===== config.mk =====
export PLATFORM = sky130hd
export DESIGN_NAME = fft_frame_rx
export DESIGN_NICKNAME = d
export VERILOG_FILES = /design/src/rtl/fft_frame_rx.sv
export SDC_FILE = /design/constraint.sdc
export NUM_CORES = 1
export LEC_CHECK = 0
export CORE_MARGIN = 4
export CORE_UTILIZATION = 40
export CTS_BUF_LIST = sky130_fd_sc_hd__clkbuf_4 sky130_fd_sc_hd__clkbuf_8
export CTS_CLUSTER_DIAMETER = 60
export DETAILED_ROUTE_END_ITERATION = 6
export PLACE_DENSITY_LB_ADDON = 0.08
export SYNTH_ARGS = -nofsm -noshare
export SYNTH_HDL_FRONTEND = slang
export SYNTH_SLANG_ARGS = --single-unit

===== constraint.sdc =====
create_clock -name clk -period 6.68 [get_ports clk]
set_input_delay 1.67 -clock clk [delete_from_list [all_inputs] [get_ports clk]]
set_output_delay 1.67 -clock clk [all_outputs]
set_load 0.02 [all_outputs]

===== src/rtl/fft_frame_rx.sv =====
// ---------------------------------------------------------------------------
// fft_frame_rx
//
// Receives the bin stream from an FFT core and forwards it through one
// register slice. Each output beat is tagged with its bin index and with
// start/end-of-frame flags. The block also checks that the FFT's tlast
// matches the configured frame length.
//
// The frame length comes from curr_nfft (10/9/8/7 -> 1024/512/256/128 bins;
// any other value means 1024). It is sampled on the first beat of each frame,
// so changing curr_nfft mid-frame only affects the next frame.
//
// Ports
//   clk, rst           system clock, asynchronous active-high reset
//   curr_nfft[4:0]     log2 FFT length
//   s_axis_*           FFT output stream (tdata = {im[31:16], re[15:0]})
//   m_tdata/m_tvalid   registered beat toward downstream, m_tready handshake
//   m_bin[9:0]         bin index of the beat on m_tdata
//   m_sof/m_eof        first / last beat of a frame
//   frame_done         pulse when the last beat of a frame is taken
//   err_tlast_early    pulse: tlast came before the terminal bin
//   err_tlast_missing  pulse: terminal bin came without tlast
//   err_clr            synchronous clear of err_count
//   err_count[15:0]    saturating error count
//
// Build option
//   FFT_RX_ERR_CNT_EN  when defined, err_count counts error pulses. When it is
//                      undefined, err_count is tied to 0 and err_clr is unused.
// ---------------------------------------------------------------------------
module fft_frame_rx (
  input  logic        clk,
  input  logic        rst,
  input  logic [4:0]  curr_nfft,
  input  logic [31:0] s_axis_tdata,
  input  logic        s_axis_tvalid,
  input  logic        s_axis_tlast,
  output logic        s_axis_tready,
  output logic [31:0] m_tdata,
  output logic        m_tvalid,
  input  logic        m_tready,
  output logic [9:0]  m_bin,
  output logic        m_sof,
  output logic        m_eof,
  output logic        frame_done,
  output logic        err_tlast_early,
  output logic        err_tlast_missing,
  input  logic        err_clr,
  output logic [15:0] err_count
);

  typedef enum logic {IDLE, RUN} state_t;

  state_t      state_q, state_d;
  logic [9:0]  cnt_q, cnt_d;
  logic [9:0]  term_q, term_d;
  logic        m_tvalid_q;
  logic [31:0] m_tdata_q;
  logic [9:0]  m_bin_q;
  logic        m_sof_q;
  logic        m_eof_q;
  logic        err_early_q;
  logic        err_missing_q;

  logic        in_acc;
  logic [9:0]  term_eff;
  logic        at_term;
  logic        end_frame;

  function automatic logic [9:0] nfft_to_term(input logic [4:0] nfft);
    case (nfft)
      5'd9:    return 10'd511;
      5'd8:    return 10'd255;
      5'd7:    return 10'd127;
      default: return 10'd1023;
    endcase
  endfunction

  // The slice can take a new beat whenever it is empty or is being emptied.
  assign s_axis_tready = !m_tvalid_q || m_tready;
  assign in_acc        = s_axis_tvalid && s_axis_tready;

  // In IDLE the frame has not latched its length yet, so the first beat
  // uses the live configuration. After that the latched terminal is used.
  assign term_eff  = (state_q == IDLE) ? nfft_to_term(curr_nfft) : term_q;
  assign at_term   = (cnt_q == term_eff);
  assign end_frame = at_term || s_axis_tlast;

  always_comb begin
    state_d = state_q;
    cnt_d   = cnt_q;
    term_d  = term_q;
    if (in_acc) begin
      if (state_q == IDLE) begin
        term_d = term_eff;
      end
      // Whether tlast is early, missing or on time, the frame ends here,
      // so the counter resynchronises to the FFT on the next beat.
      if (end_frame) begin
        cnt_d   = 10'd0;
        state_d = IDLE;
      end else begin
        cnt_d   = cnt_q + 10'd1;
        state_d = RUN;
      end
    end
  end

  always_ff @(posedge clk or posedge rst) begin
    if (rst) begin
      state_q       <= IDLE;
      cnt_q         <= 10'd0;
      term_q        <= 10'd1023;
      m_tvalid_q    <= 1'b0;
      m_tdata_q     <= 32'd0;
      m_bin_q       <= 10'd0;
      m_sof_q       <= 1'b0;
      m_eof_q       <= 1'b0;
      err_early_q   <= 1'b0;
      err_missing_q <= 1'b0;
    end else begin
      state_q       <= state_d;
      cnt_q         <= cnt_d;
      term_q        <= term_d;
      err_early_q   <= in_acc && s_axis_tlast && !at_term;
      err_missing_q <= in_acc && at_term && !s_axis_tlast;
      if (in_acc) begin
        m_tvalid_q <= 1'b1;
        m_tdata_q  <= s_axis_tdata;
        m_bin_q    <= cnt_q;
        m_sof_q    <= (state_q == IDLE);
        m_eof_q    <= end_frame;
      end else if (m_tready) begin
        m_tvalid_q <= 1'b0;
      end
    end
  end

  assign m_tvalid          = m_tvalid_q;
  assign m_tdata           = m_tdata_q;
  assign m_bin             = m_bin_q;
  assign m_sof             = m_sof_q;
  assign m_eof             = m_eof_q;
  assign err_tlast_early   = err_early_q;
  assign err_tlast_missing = err_missing_q;
  assign frame_done        = m_tvalid_q && m_tready && m_eof_q;

`ifdef FFT_RX_ERR_CNT_EN
  logic [15:0] err_count_q;

  always_ff @(posedge clk or posedge rst) begin
    if (rst) begin
      err_count_q <= 16'd0;
    end else if (err_clr) begin
      err_count_q <= 16'd0;
    end else if ((err_early_q || err_missing_q) && (err_count_q != 16'hFFFF)) begin
      err_count_q <= err_count_q + 16'd1;
    end
  end

  assign err_count = err_count_q;
`else
  logic unused_err_clr;
  assign unused_err_clr = err_clr;
  assign err_count      = 16'd0;
`endif

endmodule


==> results.cfg <==
[clock_network]
clk_pin_slew_worst_paths_ns = 0.07
postCtsSetupBuffers = 0
cts-hold-fix-buffers = 0
htree_levels = 3
cts_resized = 0
clockBufferDepth = 2
clkLatencyLatePin_ns = 0.34
cts_tree = yes
numCtsBuffers = 9
cts_root_buf = clkbuf_8
cts.sinks = 68

[synthesis]
yosysTopAreaCell = dfrtp_1
synthTopCellsByArea = dfrtp_1 47%, nand2_1 17%, dfstp_2 8.4%
seq_area_frac_synth_pct = 55.0
ys_async_sr_fraction_pct = 100
syn_inst = 338
synth-edff-count = 0
synth.cell_area_mm2 = 0.00311
yosys_warnings = 0
yosysUniqueCellTypes = 41
synth_flop_cell = dfrtp_1
syn_avg_cell_area_um2 = 9.21
netlist.area_leader.share_pct = 46.6
synth-seq-cells = 68

[drt]
drt_wl_total_mm = 7.09
drt_iter0_drc = 94
ant_nets = 0
drc = 0
viasPerCell = 4.59
wire_per_inst_um = 13.4
num_vias = 2424
dr.pass1.iters = 4

[floorplan]
die_w_um = 96.2
start_util_pct = 42.0
num_rows = 31
die_h_um = 96.2
pin_count = 108
core_area_mm2 = 0.00741
die-area_mm2 = 0.00926

[sta]
drv_slew = 0
final.setup.tns_ns = 0
period_minus_slack_ns = 4.60
setup_viol = 0
finalHoldViolCount = 0
slew_headroom_pct = 28.4
tightest_slew_ns = 1.07
rsz0062_at_grt = false
fin_worst_skew_ns = 0.0100
fin_crit_sh_pct = 68.8
fmax_mhz = 218

[pwr]
power.leakage_nw = 1.99
power.density_mw_per_mm2 = 245
peakVddDrop_v = 0.000143

[global_route]
grt_pass1_vias = 2468
grt_pass1_wl_mm = 11.7
grt_usage_pct = 16.6
grt_max_degree = 69
antenna_found_initial = 0
grt-ovfl-total = 0

[finish]
nFillCells = 703
nets = 468
post-route-util_pct = 56.5
drive_above_1_share_pct = 8.86
antenna_cells = 0
areaGrowthSynthToFinish_pct = 34.5

[worst_hold_path]
hp-class = reg -> reg

[placed_design]
place_hpwl_mm = 4.79
port_buffers = 90
gp_congestion = 0.757

[flow_run]
maxCapViolCount = 0

[setup_path]
worstSetupPathType = in -> out
cp.arrival_ns = 2.93
worstSetupStartpointType = input port
cp.required_ns = 5.01
endpoint_kind = output pin
path_max_fanout = 4

[run_status]
status = completed
-- placed cells by master, fill, tap and decap left out, drive strengths merged, types with 2 or more instances in the layout --
master / n
o21ai: 4
nand3: 3
xnor2: 3
and3: 4
clkbuf: 11
o22a: 2
dfstp: 10
a21oi: 12
nand4: 3
conb: 16
o31ai: 4
dfrtp: 58
nand4bb: 3
xor2: 10
clkinv: 3
inv: 5
mux2i: 2
nor3: 3
clkdlybuf4s50: 90
nor2: 14
buf: 2
nand2b: 10
nand2: 145
-- synth_stat cells, types with 2 or more instances --
cell type,n
and3_1,4
buf_6,2
o31ai_1,3
xor2_1,10
nand2b_1,10
buf_4,16
buf_2,3
dfrtp_1,58
nor2_1,13
o21ai_1,2
inv_1,5
nand4_1,3
nor3_1,3
dfstp_2,10
nand2_1,144
nand4bb_1,3
nand3_1,3
xnor2_1,3
o22a_1,2
a21oi_1,11
clkbuf_1,9
mux2i_1,2
-- path summary, 6_finish.rpt --
check	startpoint	endpoint	slack (ns)	depth (start not counted)
max	m_tready	s_axis_tready	2.08	3
min	m_bin[3]$_DFFE_PP0P_	m_bin[3]$_DFFE_PP0P_	0.47	2
max reg2reg	m_tvalid$_DFFE_PP0P_	term_q[8]$_DFFE_PP1P_	4.61	5
min reg2reg	m_bin[3]$_DFFE_PP0P_	m_bin[3]$_DFFE_PP0P_	0.47	2
max in group asynchronous	rst	m_tdata[31]$_DFFE_PP0P_	4.22	3
min in group asynchronous	rst	m_tdata[2]$_DFFE_PP0P_	1.90	3
-- flip-flops by register name (all words and copies together) (netlist names) --
register / flops
cnt_q: 10
err_tlast_early: 1
err_tlast_missing: 1
m_bin: 10
m_eof: 1
m_sof: 1
m_tdata: 32
m_tvalid: 1
state_q: 1
term_q: 10
-- critical path, stage by stage --
cell             delay (ns)
clkdlybuf4s50_1        0.46
nand2b_1               0.17
clkdlybuf4s50_1        0.63
-- power breakdown --
part | leakage [nW] | switching [mW] | internal [mW] | total, mW
Clock | 0.0999 | 0.153 | 0.179 | 0.332
Combinational | 1.05 | 0.119 | 0.0997 | 0.219
Sequential | 0.846 | 0.0273 | 0.449 | 0.476
Total | 1.99 | 0.299 | 0.728 | 1.03
-- cell type report --
type	count	area (um^2)	share of cell area (%)
tap	99	124	2.96
sequential	68	1710	40.9
inverter	5	18.8	0.448
clock inverter	5	52.6	1.25
timing repair buffer	92	916	21.9
clock buffer	11	139	3.32
multi-input combinational	248	1220	29.2
-- metrics by stage --
step | std cells | setup WS (ns) | hold slack (ns) | area (um^2) | total power [mW]
2_1_floorplan | 353 | 3.09 | 0.460 | 3170 | 0.603
6_report | 528 | 2.08 | 0.475 | 4190 | 1.03
5_1_grt | 528 | 2.02 | 0.498 | 4190 | 1.08
3_5_place_dp | 512 | 2.08 | 0.461 | 4000 | 0.706
3_3_place_gp | 512 | 2.08 | 0.457 | 4000 | 0.703
4_1_cts | 528 | 2.07 | 0.480 | 4190 | 1.04
-- routing by layer --
| metal | wire length [um] | track usage, % | vias to the layer above |
|---|---|---|---|
| li1 | - | - | 1215 |
| met1 | 2940 | 19.4 | 1131 |
| met2 | 3400 | 26.6 | 71 |
| met3 | 673 | 8.21 | 7 |
| met4 | 70 | 4.98 | 0 |
| met5 | 0 | 0 | - |
-- logic make-up after synthesis --
| kind of cell | share of synthesized area, % |
|---|---|
| adders and majority gates | 0.402 |
| AOI/OAI and AO/OA | 5.38 |
| and+or+nand+nor | 27.2 |
| DFF | 55.0 |
| other | 0.120 |
| muxes | 0.643 |
| buffers and inverters | 7.51 |
| xor gates and xnor gates | 3.66 |
(Power assumes the default switching activity.)
